**src/rtl/fetch_stage_pkg.sv**
```systemverilog
// Shared encodings for the instruction-fetch stage: FSM states, NOP word, reset PC default.
package fetch_stage_pkg;

    typedef enum logic [1:0] {
        ST_IDLE    = 2'd0,
        ST_FETCH   = 2'd1,
        ST_DISCARD = 2'd2,
        ST_READY   = 2'd3
    } fetch_state_e;

    localparam logic [31:0] NOP_INST         = '0;
    localparam int unsigned DEFAULT_RESET_PC = 0;
    localparam int unsigned PC_STEP          = 4;

endpackage

```
**src/rtl/fetch_stage_if_id_reg.sv**
```systemverilog
// IF/ID pipeline register: flush beats hold, hold beats load, otherwise a bubble is inserted.
module if_id_reg
    import fetch_stage_pkg::*;
#(
    parameter int unsigned ADDR_W = 32,
    parameter int unsigned DATA_W = 32
) (
    input  logic              clk,
    input  logic              rst,
    input  logic              flush,
    input  logic              write_en,
    input  logic              load,
    input  logic [DATA_W-1:0] inst_in,
    input  logic [ADDR_W-1:0] pc_plus4_in,
    output logic [DATA_W-1:0] inst,
    output logic [ADDR_W-1:0] pc_plus4,
    output logic              valid
);

    logic [DATA_W-1:0] inst_q,     inst_d;
    logic [ADDR_W-1:0] pc_plus4_q, pc_plus4_d;
    logic              valid_q,    valid_d;

    always_ff @(posedge clk or posedge rst) begin
        if (rst) begin
            inst_q     <= DATA_W'(NOP_INST);
            pc_plus4_q <= '0;
            valid_q    <= 1'b0;
        end else begin
            inst_q     <= inst_d;
            pc_plus4_q <= pc_plus4_d;
            valid_q    <= valid_d;
        end
    end

    always_comb begin
        inst_d     = inst_q;
        pc_plus4_d = pc_plus4_q;
        valid_d    = valid_q;
        if (flush) begin
            inst_d     = DATA_W'(NOP_INST);
            pc_plus4_d = '0;
            valid_d    = 1'b0;
        end else if (!write_en) begin
            inst_d     = inst_q;
            pc_plus4_d = pc_plus4_q;
            valid_d    = valid_q;
        end else if (load) begin
            inst_d     = inst_in;
            pc_plus4_d = pc_plus4_in;
            valid_d    = 1'b1;
        end else begin
            inst_d     = DATA_W'(NOP_INST);
            pc_plus4_d = '0;
            valid_d    = 1'b0;
        end
    end

    assign inst     = inst_q;
    assign pc_plus4 = pc_plus4_q;
    assign valid    = valid_q;

endmodule

```
**src/rtl/fetch_stage.sv**
```systemverilog
// Instruction-fetch stage: owns the PC, talks req/ack to a variable-latency imem,
// buffers one early word and feeds the IF/ID register.
module fetch_stage
    import fetch_stage_pkg::*;
#(
    parameter int unsigned       ADDR_W   = 32,
    parameter int unsigned       DATA_W   = 32,
    parameter logic [ADDR_W-1:0] RESET_PC = ADDR_W'(DEFAULT_RESET_PC)
) (
    input  logic              clk,
    input  logic              rst,
    input  logic              pc_write,
    input  logic              IF_ID_write,
    input  logic              IF_ID_flush,
    input  logic              pc_src,
    input  logic [ADDR_W-1:0] branch_target,
    input  logic              pc_jump,
    input  logic [ADDR_W-1:0] jump_target,
    output logic              imem_req,
    output logic [ADDR_W-1:0] imem_addr,
    input  logic              imem_ack,
    input  logic [DATA_W-1:0] imem_rdata,
    output logic [DATA_W-1:0] IF_ID_inst,
    output logic [ADDR_W-1:0] IF_ID_pc_plus4,
    output logic              IF_ID_valid,
    output logic              fetch_stall
);

    fetch_state_e      state_q,     state_d;
    logic [ADDR_W-1:0] pc_q,        pc_d;
    logic [DATA_W-1:0] buf_q,       buf_d;
    logic [ADDR_W-1:0] redir_tgt_q, redir_tgt_d;

    logic              adv;
    logic              redir;
    logic [ADDR_W-1:0] tgt;
    logic [ADDR_W-1:0] pc_plus4;
    logic              ifid_load;
    logic [DATA_W-1:0] ifid_inst;

    assign adv      = pc_write & IF_ID_write;
    assign redir    = pc_write & (pc_jump | pc_src);
    assign tgt      = pc_jump ? jump_target : branch_target;
    assign pc_plus4 = pc_q + ADDR_W'(PC_STEP);

    always_ff @(posedge clk or posedge rst) begin
        if (rst) begin
            state_q     <= ST_IDLE;
            pc_q        <= RESET_PC;
            buf_q       <= '0;
            redir_tgt_q <= '0;
        end else begin
            state_q     <= state_d;
            pc_q        <= pc_d;
            buf_q       <= buf_d;
            redir_tgt_q <= redir_tgt_d;
        end
    end

    always_comb begin
        state_d     = state_q;
        pc_d        = pc_q;
        buf_d       = buf_q;
        redir_tgt_d = redir_tgt_q;
        ifid_load   = 1'b0;
        ifid_inst   = imem_rdata;
        unique case (state_q)
            ST_IDLE: begin
                state_d = ST_FETCH;
            end
            ST_FETCH: begin
                if (imem_ack) begin
                    if (redir) begin
                        pc_d = tgt;
                    end else if (adv) begin
                        ifid_load = 1'b1;
                        pc_d      = pc_plus4;
                    end else begin
                        buf_d   = imem_rdata;
                        state_d = ST_READY;
                    end
                end else if (redir) begin
                    redir_tgt_d = tgt;
                    state_d     = ST_DISCARD;
                end
            end
            ST_DISCARD: begin
                // The request for the old pc must complete before the new address is driven.
                if (redir) begin
                    redir_tgt_d = tgt;
                end
                if (imem_ack) begin
                    pc_d    = redir ? tgt : redir_tgt_q;
                    state_d = ST_FETCH;
                end
            end
            ST_READY: begin
                if (redir) begin
                    pc_d    = tgt;
                    state_d = ST_FETCH;
                end else if (adv) begin
                    ifid_load = 1'b1;
                    ifid_inst = buf_q;
                    pc_d      = pc_plus4;
                    state_d   = ST_FETCH;
                end
            end
            default: begin
                state_d = ST_IDLE;
            end
        endcase
    end

    always_comb begin
        imem_req    = 1'b0;
        fetch_stall = 1'b1;
        unique case (state_q)
            ST_IDLE: begin
                imem_req    = 1'b0;
                fetch_stall = 1'b1;
            end
            ST_FETCH: begin
                imem_req    = 1'b1;
                fetch_stall = ~imem_ack;
            end
            ST_DISCARD: begin
                imem_req    = 1'b1;
                fetch_stall = 1'b1;
            end
            ST_READY: begin
                imem_req    = 1'b0;
                fetch_stall = 1'b0;
            end
            default: begin
                imem_req    = 1'b0;
                fetch_stall = 1'b1;
            end
        endcase
    end

    assign imem_addr = pc_q;

    if_id_reg #(
        .ADDR_W (ADDR_W),
        .DATA_W (DATA_W)
    ) u_if_id_reg (
        .clk         (clk),
        .rst         (rst),
        .flush       (IF_ID_flush),
        .write_en    (IF_ID_write),
        .load        (ifid_load),
        .inst_in     (ifid_inst),
        .pc_plus4_in (pc_plus4),
        .inst        (IF_ID_inst),
        .pc_plus4    (IF_ID_pc_plus4),
        .valid       (IF_ID_valid)
    );

endmodule

```
**config.mk**
```make
export PLATFORM = sky130hd
export DESIGN_NAME = fetch_stage
export DESIGN_NICKNAME = d
export VERILOG_FILES = /design/src/rtl/fetch_stage_pkg.sv /design/src/rtl/fetch_stage_if_id_reg.sv /design/src/rtl/fetch_stage.sv
export SDC_FILE = /design/constraint.sdc
export NUM_CORES = 1
export LEC_CHECK = 0
export CORE_ASPECT_RATIO = 1.5
export CORE_UTILIZATION = 43
export CTS_BUF_LIST = sky130_fd_sc_hd__clkbuf_16
export DETAILED_ROUTE_END_ITERATION = 6
export HOLD_SLACK_MARGIN = 0.02
export PLACE_DENSITY = 0.71
export RECOVER_POWER = 100
export SLEW_MARGIN = 20
export SYNTH_ARGS = -nofsm -noshare
export SYNTH_HDL_FRONTEND = slang
export SYNTH_SLANG_ARGS = --single-unit
```
**constraint.sdc**
```tcl
create_clock -name clk -period 6.2 [get_ports clk]
set_input_delay 1.24 -clock clk [delete_from_list [all_inputs] [get_ports clk]]
set_output_delay 1.24 -clock clk [all_outputs]
set_load 0.01 [all_outputs]
```
# Word-level counts from Yosys, hierarchy flattened
# Index checks and enable logic that the tools add are counted.
# word_totals
wordCells,69
ff_bits,163
input_bits,104
out_inout_bits,99
# classes
addsub,1
eq_ne,10
reduce_logical,11
n_bitwise,5
mux,35
# op_table
operator,n
32-bit two-way mux,16
32-bit case mux with 3 select lines,1
32-bit case mux with 2 select lines,1
32-bit by 3-bit adder with 32-bit output (second input constant),1
2-bit two-way mux,7
3-bit inequality test (second input constant),4
2-bit case mux with 4 select lines,1
1-bit two-way mux,6
2-bit inequality test (second input constant),3
3-bit AND reduction,2
2-bit OR reduction,3
5-bit AND reduction,1
2-bit == test (second input constant),2
1-bit case mux with 2 select lines,2
2-bit nonzero test,2
1-bit case mux with 3 select lines,1
3-bit nonzero test,1
1-bit bitwise AND,2
2-bit by 1-bit == test with 1-bit output (second input constant),1
2-bit zero test,1
1-bit NOT,2
2-bit AND reduction,1
1-bit bitwise OR,1

# Depth between registers and ports, before layout
# logic_depth
word_depth,8
ltp_mapped,9
ltp_nobuf,7

# Cells and area by module
# Synthesis repeated with hierarchy kept, for this count alone.
# hier_totals
hier_cells,851
hier_area_um2,8893.5
# by_module_without_submodules
module,n_inst,cells_per_inst,area_each_um2,seq_area_each_um2
fetch_stage,1,626,6023.3,2452.4
if_id_reg,1,225,2870.3,1626.6

# Worst setup path after synthesis
# OpenSTA, ideal clock, no wires.
# synth_timing
path_kind,input-to-output
from,input imem_ack
to,output fetch_stall
stages,2
path_buffers,1
setup_slack_ns,3.332
arrival_time_ns,1.628
required_time_ns,4.960
path_cell_list,clkbuf_1 > a21oi_1
# synth_via
elab_chain_len,2
# synth_rtl
element,line,text
"start, declared",fetch_stage.sv:21,"input logic imem_ack,"
1-bit NOT,fetch_stage.sv:124,fetch_stall = ~imem_ack;
1-bit case mux with 3 select lines,fetch_stage.sv:117,unique case (state_q)
"end, declared",fetch_stage.sv:26,output logic fetch_stall
# No other way between the ends.

# Final worst setup path
# layout_timing
from,input pc_jump
to,register buf_q[10]
# layout_via
elab_chain_len,4
# layout_rtl
element,line,text
"start, declared",fetch_stage.sv:17,"input logic pc_jump,"
1-bit bitwise OR,fetch_stage.sv:42,assign redir = pc_write & (pc_jump | pc_src);
1-bit bitwise AND,fetch_stage.sv:42,
1-bit NOT (no source line),-,
3-bit AND reduction (no source line),-,
"end signal, assigned",fetch_stage.sv:55,buf_q <= buf_d;
"end, declared",fetch_stage.sv:31,"logic [DATA_W-1:0] buf_q, buf_d;"
# No other way between the ends.
# A chain may end at the register's enable or synchronous reset.

==> results.md <==
- Status: finished with violations
- Failing checks: max-capacitance violations, max-slew violations
- Syn Nets: approximately 900
- Post-CTS setup buffers: 0
- Hold Path Class: flip-flop to flip-flop
- Largest net degree at the start of global routing: between 100 and 150
- Maximum fanout along the worst path: 35
- Final setup viols: 0
- Post-route cell area: between 10000 and 15000 um2
- Worst Clk Skew: ~15 ps
- RSZ-0062 raised after global routing: false
- Pleak: between 4 and 5 nW
- Synth cell types: 55
- Yosys top cell area share: 0.502
- Seq/Total Area, Yosys: 0.502
- DPL Wire Length: between 10000 and 15000 um
- Biggest area consumer among synthesized cells: dfrtp_1
- Initial antenna violation count: 0
- Top-count cell post-synth: dfrtp_1
- Synthesized area per cell: roughly 10 um2
- Critical path type: input pin to flip-flop
- Flops & latches, synth: 163
- Worst setup EP type: flip-flop
- Hold EP: u_if_id_reg.inst[14]
- CTS buffer count: 17
- Post-synth ARST share: 1.00
- Worst setup margin: 1530 ps
- Final Util: 0.586
- Warnings from Yosys: 0
- First-pass GRT wire length: between 30000 and 40000 um
- Post-synthesis instance total: 810
- Synth area leaders: dfrtp_1, mux2i_1, o21ai_0, mux2_2, a21oi_1
- Relative slew slack: -0.662
- Placement Cell Area: between 10000 and 15000 um2
- Pwr/cell area: 375 nW/um2
- Clk pin slew, worst setup/hold paths: 70 ps
- Worst Tran Pin Value: approximately 2500 ps
- Placer Congestion: between 0.8 and 0.9
- Setup TNS: 0 ps
- Clk root buf: clkbuf_16
- Max Cap Violations: 4
- R2r setup slk: around 3000 ps
- Io pins: ~200
- CTS max path bufs: 2
- Startpoint types: input pin
- PortBufs: 202
- Fin crit period: roughly 4700 ps
- DRC viols: 0
- GR Overflow Total: 0
- Initial Utilization: 0.438
- Share of cells above drive strength 1: 0.0873
- Post-detailed-route wirelength per cell: around 17 um
- Final ANT Viol Nets: 0
- CTS H-tree depth: 4
- Clock tree sinks: approximately 160
- Commonest cells in the netlist: dfrtp_1, o21ai_0, nand2_1
- WHS: 472 ps
- DR vias: ~6700
- Die X: between 100 and 150 um
- Count of nets after finishing: 1092
- Crit-path slowest cell: nor2_2
- DR pass1 iterations: 5
- Initial DRC count: 484
- Reg2reg start: state_q[0]
- Final period util: 0.754
- TritonCTS clock tree: built
- Hold Violations, Final: 0
- Hold Crit Depth: 2
- Routed WL: between 20000 and 25000 um
- Critical path cell sequence: clkbuf_1 -> or2_0 -> and2_1 -> nor2_2 -> mux2_2
- Number of antenna diodes: 0
- Filler cells: roughly 1700
- CP arrival: roughly 5000 ps
- Hold Path Origin: u_if_id_reg.inst[14]
- Vias in the first global route: about 6500
- Worst path max stage delay: between 1000 and 1500 ps
- Tot GR Track Use: 0.225
- Fmax: 214 MHz
- Post-CTS Resized: 0
- EDFF count, synth: 0
- Reg2Reg Depth: 8
- Maximum vdd drop: around 0.19 mV
- Synthesized area: between 8000 and 9000 um2
- Cell row count: 61
- Worst R2R End: imem_addr[18]
- Dpl ws: 2110 ps
- Clk_lat worst skew: between 400 and 500 ps
- Layout Area Growth over Synthesis: 33.8%
- Final Max Slew Viols: between 200 and 250
- DIE HEIGHT: around 170 um
- Post-synth top flop: dfrtp_1
- Hold_buf cts: 0
- Core area: between 15000 and 20000 um2
- Full die area: just under 20000 um2
- Vias per inst: ~5.4
- Crit path required time: between 6000 and 7000 ps
-- metrics by stage --
step / power [mW] / std cells
after global placement: 3.07 / 1216
after detailed placement: 3.11 / 1216
after floorplan: 2.53 / 810
after CTS: 4.15 / 1248
after global routing: 4.33 / 1248
final: 4.07 / 1248
-- worst max-delay path by stage --
stage | start | to | slack, ps | depth (start not counted)
2_1_floorplan | rst | buf_q[0] | 560 | 1
3_3_place_gp | pc_jump | u_if_id_reg.inst[26] | 2180 | 8
3_5_place_dp | pc_jump | u_if_id_reg.inst[28] | 2110 | 8
4_1_cts | imem_ack | fetch_stall | 2350 | 3
5_1_grt | pc_jump | buf_q[25] | 1180 | 5
6_report | pc_jump | buf_q[10] | 1530 | 5
-- registers in the layout, indices dropped and copies added, names as in the netlist --
register	cells
imem_addr	32
buf_q	32
u_if_id_reg.inst	32
u_if_id_reg.pc_plus4	32
state_q	2
u_if_id_reg.valid	1
redir_tgt_q	32
-- routing by layer --
layer	wire length (um)	global-route usage	part of all wire
met5	0	0	0
met4	487	0.0779	0.023
met3	984	0.0427	0.047
met2	10700	0.380	0.51
met1	8780	0.287	0.42
-- worst max-delay path, delay by kind of cell --
kind,cells,cell delay (ps)
simple gates,3,2400
buf+inv,1,890
mux,1,440
-- cell families after synthesis --
| logic type | share of synthesized area |
|---|---|
| AO/OA/AOI/OAI | 0.167 |
| AND/OR/NAND/NOR | 0.130 |
| flip-flops | 0.502 |
| multiplexers | 0.130 |
| buffers and inverters | 0.0333 |
| XOR/XNOR | 0.0302 |
| adder cells (fa/ha/maj) | 0.00770 |
-- cell usage in the layout, fill, tap and decap left out, types with 4 or more instances in the layout --
master | netlist | layout
inv_1 | 6 | 6
nor3_1 | 4 | 4
mux2_2 | 33 | 33
inv_6 | 0 | 5
nand3_1 | 26 | 26
a21oi_1 | 67 | 67
nand4_1 | 6 | 6
and3_1 | 10 | 10
xnor2_1 | 21 | 21
clkbuf_16 | 0 | 17
o2bb2ai_1 | 7 | 7
o21ai_0 | 98 | 101
dlygate4sd3_1 | 0 | 100
mux2i_1 | 66 | 66
nand2_1 | 83 | 83
xor2_1 | 7 | 7
clkdlybuf4s50_1 | 0 | 101
clkbuf_1 | 35 | 4
dfrtp_1 | 163 | 163
ha_1 | 5 | 5
a22o_1 | 16 | 16
nor2_1 | 65 | 63
o22a_1 | 4 | 4
a31oi_1 | 7 | 7
o31ai_1 | 7 | 7
a21o_1 | 5 | 5
buf_4 | 1 | 4
-- power breakdown --
part	internal, mW	total, mW	leakage [nW]	switching (mW)
Clock	0.566	1.04	0.286	0.471
Sequential	1.39	1.71	2.05	0.316
Combinational	0.661	1.33	2.33	0.670
-- layout make-up --
class	instances	area, um2	share of cell area
Sequential cell	163	4080	0.375
Multi-Input combinational cell	583	3800	0.350
Timing Repair Buffer	211	2070	0.190
Clock buffer	17	425	0.0392
Tap cell	252	315	0.0290
Clock inverter	15	146	0.0135
Inverter	7	30.0	0.00276
No activity file was read; power rests on OpenSTA's default activity.
==> variant, RTL diff (same flow settings) <==
`ADDR_W` is set to 32 in 2 places; all go to 36.
--- a/src/rtl/fetch_stage_if_id_reg.sv
+++ b/src/rtl/fetch_stage_if_id_reg.sv
@@ -2,7 +2,7 @@
 module if_id_reg
     import fetch_stage_pkg::*;
 #(
-    parameter int unsigned ADDR_W = 32,
+    parameter int unsigned ADDR_W = 36,
     parameter int unsigned DATA_W = 32
 ) (
     input  logic              clk,
--- a/src/rtl/fetch_stage.sv
+++ b/src/rtl/fetch_stage.sv
@@ -3,7 +3,7 @@
 module fetch_stage
     import fetch_stage_pkg::*;
 #(
-    parameter int unsigned       ADDR_W   = 32,
+    parameter int unsigned       ADDR_W   = 36,
     parameter int unsigned       DATA_W   = 32,
     parameter logic [ADDR_W-1:0] RESET_PC = ADDR_W'(DEFAULT_RESET_PC)
 ) (
Ports: changed (resized IF_ID_pc_plus4, branch_target, imem_addr and jump_target); port bits go from 203 to 219. The function was not compared with the original's and may differ.
==> variant against the unedited design <==
  * The flow still finishes with violations (capacitance limit, slew limit)
  * Clock skew decreased by 0.00063 ns
  * Synthesized cell count increased by 8.5%
  * Global-route usage increased by 0.91 points
  * Final area increased by 7.3%
  * Wire length increased by 16%
  * Fmax increased by 3.6%
  * Count of clock-buffer cells in the layout unchanged
  * Sequential cell count increased by 12
  * Combinational power increased by 5%
  * Area after synthesis increased by 9.0%
  * Setup slack improved by 0.16 ns
  * Power increased by 4.7%
  * Largest cell class unchanged
==> variant: results (changes against the unedited design) <==
metric,value,unit,change
outcome,finished with violations,,unchanged
failed_checks,"capacitance limit, slew limit",,unchanged
firstDrtPassIters,5,,unchanged
synth_nets,996,,was 919
synth_cell_types,64,,was 55
postPlaceCellArea,11110,um^2,was 10330 um^2
io_buffers,218,,was 202
place_congestion,0.8526,,was 0.8161
yosysSeqAreaShare,49.46,%,was 50.22%
critPathTopFamily,adder cells,,was simple AND/OR/NAND/NOR gates
route.vias.total,7373,,was 6695
layout.nets,1177,,was 1092
grt_max_degree,91,,was 115
cap_violations,5,,was 4
ys_seq_elements,175,,was 163
finClkSkew,0.01433,ns,was 0.01496 ns
power.net_switching,1538,uW,was 1457 uW
dr.first_iter.drc_count,474,,was 484
ir_drop,0.2034,mV,was 0.1870 mV
synthTopCellsByCount,"dfrtp_1 (175), nand2_1 (134), o21ai_0 (125)",,"was dfrtp_1 (163), o21ai_0 (98), nand2_1 (83)"
antenna_cells,0,,unchanged
min_to,u_if_id_reg.inst[2],,was u_if_id_reg.inst[14]
synth_xor_area_share,3.165,%,was 3.019%
r2r-start,state_q[0],,unchanged
critPathMaxStageDelay,1.28,ns,was 1.33 ns
grt_pass1_wl,38.38,mm,was 34.18 mm
first_global_vias,7218,,was 6467
root_buffer,clkbuf_16,,unchanged
critical_path_arrival,3.27,ns,was 4.98 ns
slew_viol_final,238,,was 218
fillers,1753,,was 1651
grt_usage,23.42,%,was 22.51%
regToRegSetupSlack,1.69,ns,was 3.00 ns
setup_viol,0,,unchanged
critPathMaxFanout,45,,was 35
hp-start,u_if_id_reg.inst[2],,was u_if_id_reg.inst[14]
whs_path_depth,2,,unchanged
wl_per_cell,18.18,um,was 16.78 um
tightest_slew,3.412,ns,was 2.492 ns
critPathSlowestCell,ha_1,,was nor2_2
r2r-end,imem_addr[30],,was imem_addr[18]
ff2ff_path_depth,7,,was 8
dp_hpwl,16.88,mm,was 14.96 mm
hold_class,flop to flop,,unchanged
synth-compound-area-share,15.91,%,was 16.73%
synth.area.top_cells,"dfrtp_1 (49%), mux2i_1 (7.7%), o21ai_0 (7.1%), nand2_1 (5.7%), mux2_2 (4.2%)",,"was dfrtp_1 (50%), mux2i_1 (8.1%), o21ai_0 (6.0%), mux2_2 (4.6%), a21oi_1 (4.1%)"
yosys_most_used_dff,dfrtp_1,,unchanged
synth_adder_area_share,0.7065,%,was 0.7702%
holdWs,0.4733,ns,was 0.4722 ns
p_leak,0.005083,uW,was 0.004663 uW
muxShareOfSynthArea,12.01,%,was 12.99%
async_reset_ff_share,100.0,%,unchanged
drive_gt1_share,8.675,%,was 8.735%
-- variant: cell families (layout without fill, tap and decap cells) --
group / Yosys count / after routing
AO/OA/AOI/OAI: 232 / 232
XOR/XNOR: 32 / 32
adder cells (fa/ha/maj): 5 / 5
buffers and inverters: 76 / 269
flip-flops: 175 / 175
multiplexers: 102 / 102
AND/OR/NAND/NOR: 257 / 257
-- variant: per-layer routing --
metal	vias up	GRT usage, %	wire length (um)
met5	-	0	0
met2	235	42.05	12670
li1	3494	-	-
met4	0	8.281	561
met3	34	4.113	1142
met1	3610	27.93	9845
-- variant: layout make-up --
type,instances,area (um^2),area share [%]
well taps,260,325.3,2.789
multi-input cells,628,4114,35.27
inverters,10,42.54,0.3647
clock buffers,17,425.4,3.647
clock inverters,14,145.1,1.244
repair buffers,228,2232,19.14
flip-flops and latches,175,4379,37.55
-- variant: worst max path at each step --
stage,start,endpoint,slack [ns],depth (start not counted)
floorplan,rst,buf_q[0],0.21,1
global placement,pc_jump,redir_tgt_q[24],2.29,5
detailed placement,pc_src,imem_addr[22],2.22,6
CTS,state_q[0],redir_tgt_q[32],2.24,6
global route,state_q[0],imem_addr[30],1.32,7
finish,state_q[0],fetch_stall,1.69,5
-- variant: power groups by stage --
stage	registers [uW]	clock network [uW]	logic [uW]
floorplan	1800	0	857
global placement	1830	0	1410
detailed placement	1840	0	1440
CTS	1820	1070	1450
global route	1870	1120	1520
finish	1820	1050	1390
-- variant: through the flow --
step                      instances  utilization [%]  setup slack [ns]
final                          1332            58.49             1.690
after global routing           1332            58.49             1.316
after CTS                      1332            58.57             2.244
after detailed placement       1301            55.71             2.216
after global placement         1301            55.71             2.290
after floorplan                 879                -            0.2148
-- variant: worst reg2reg max path: cells and delay by family (launching register included) --
| kind | cells | cell delay, ns |
|---|---|---|
| adder cells (fa/ha/maj) | 1 | 1.28 |
| buffers and inverters | 2 | 1.11 |
| AND/OR/NAND/NOR | 1 | 0.26 |
| flip-flops | 1 | 0.45 |
| AO/OA/AOI/OAI | 3 | 1.30 |
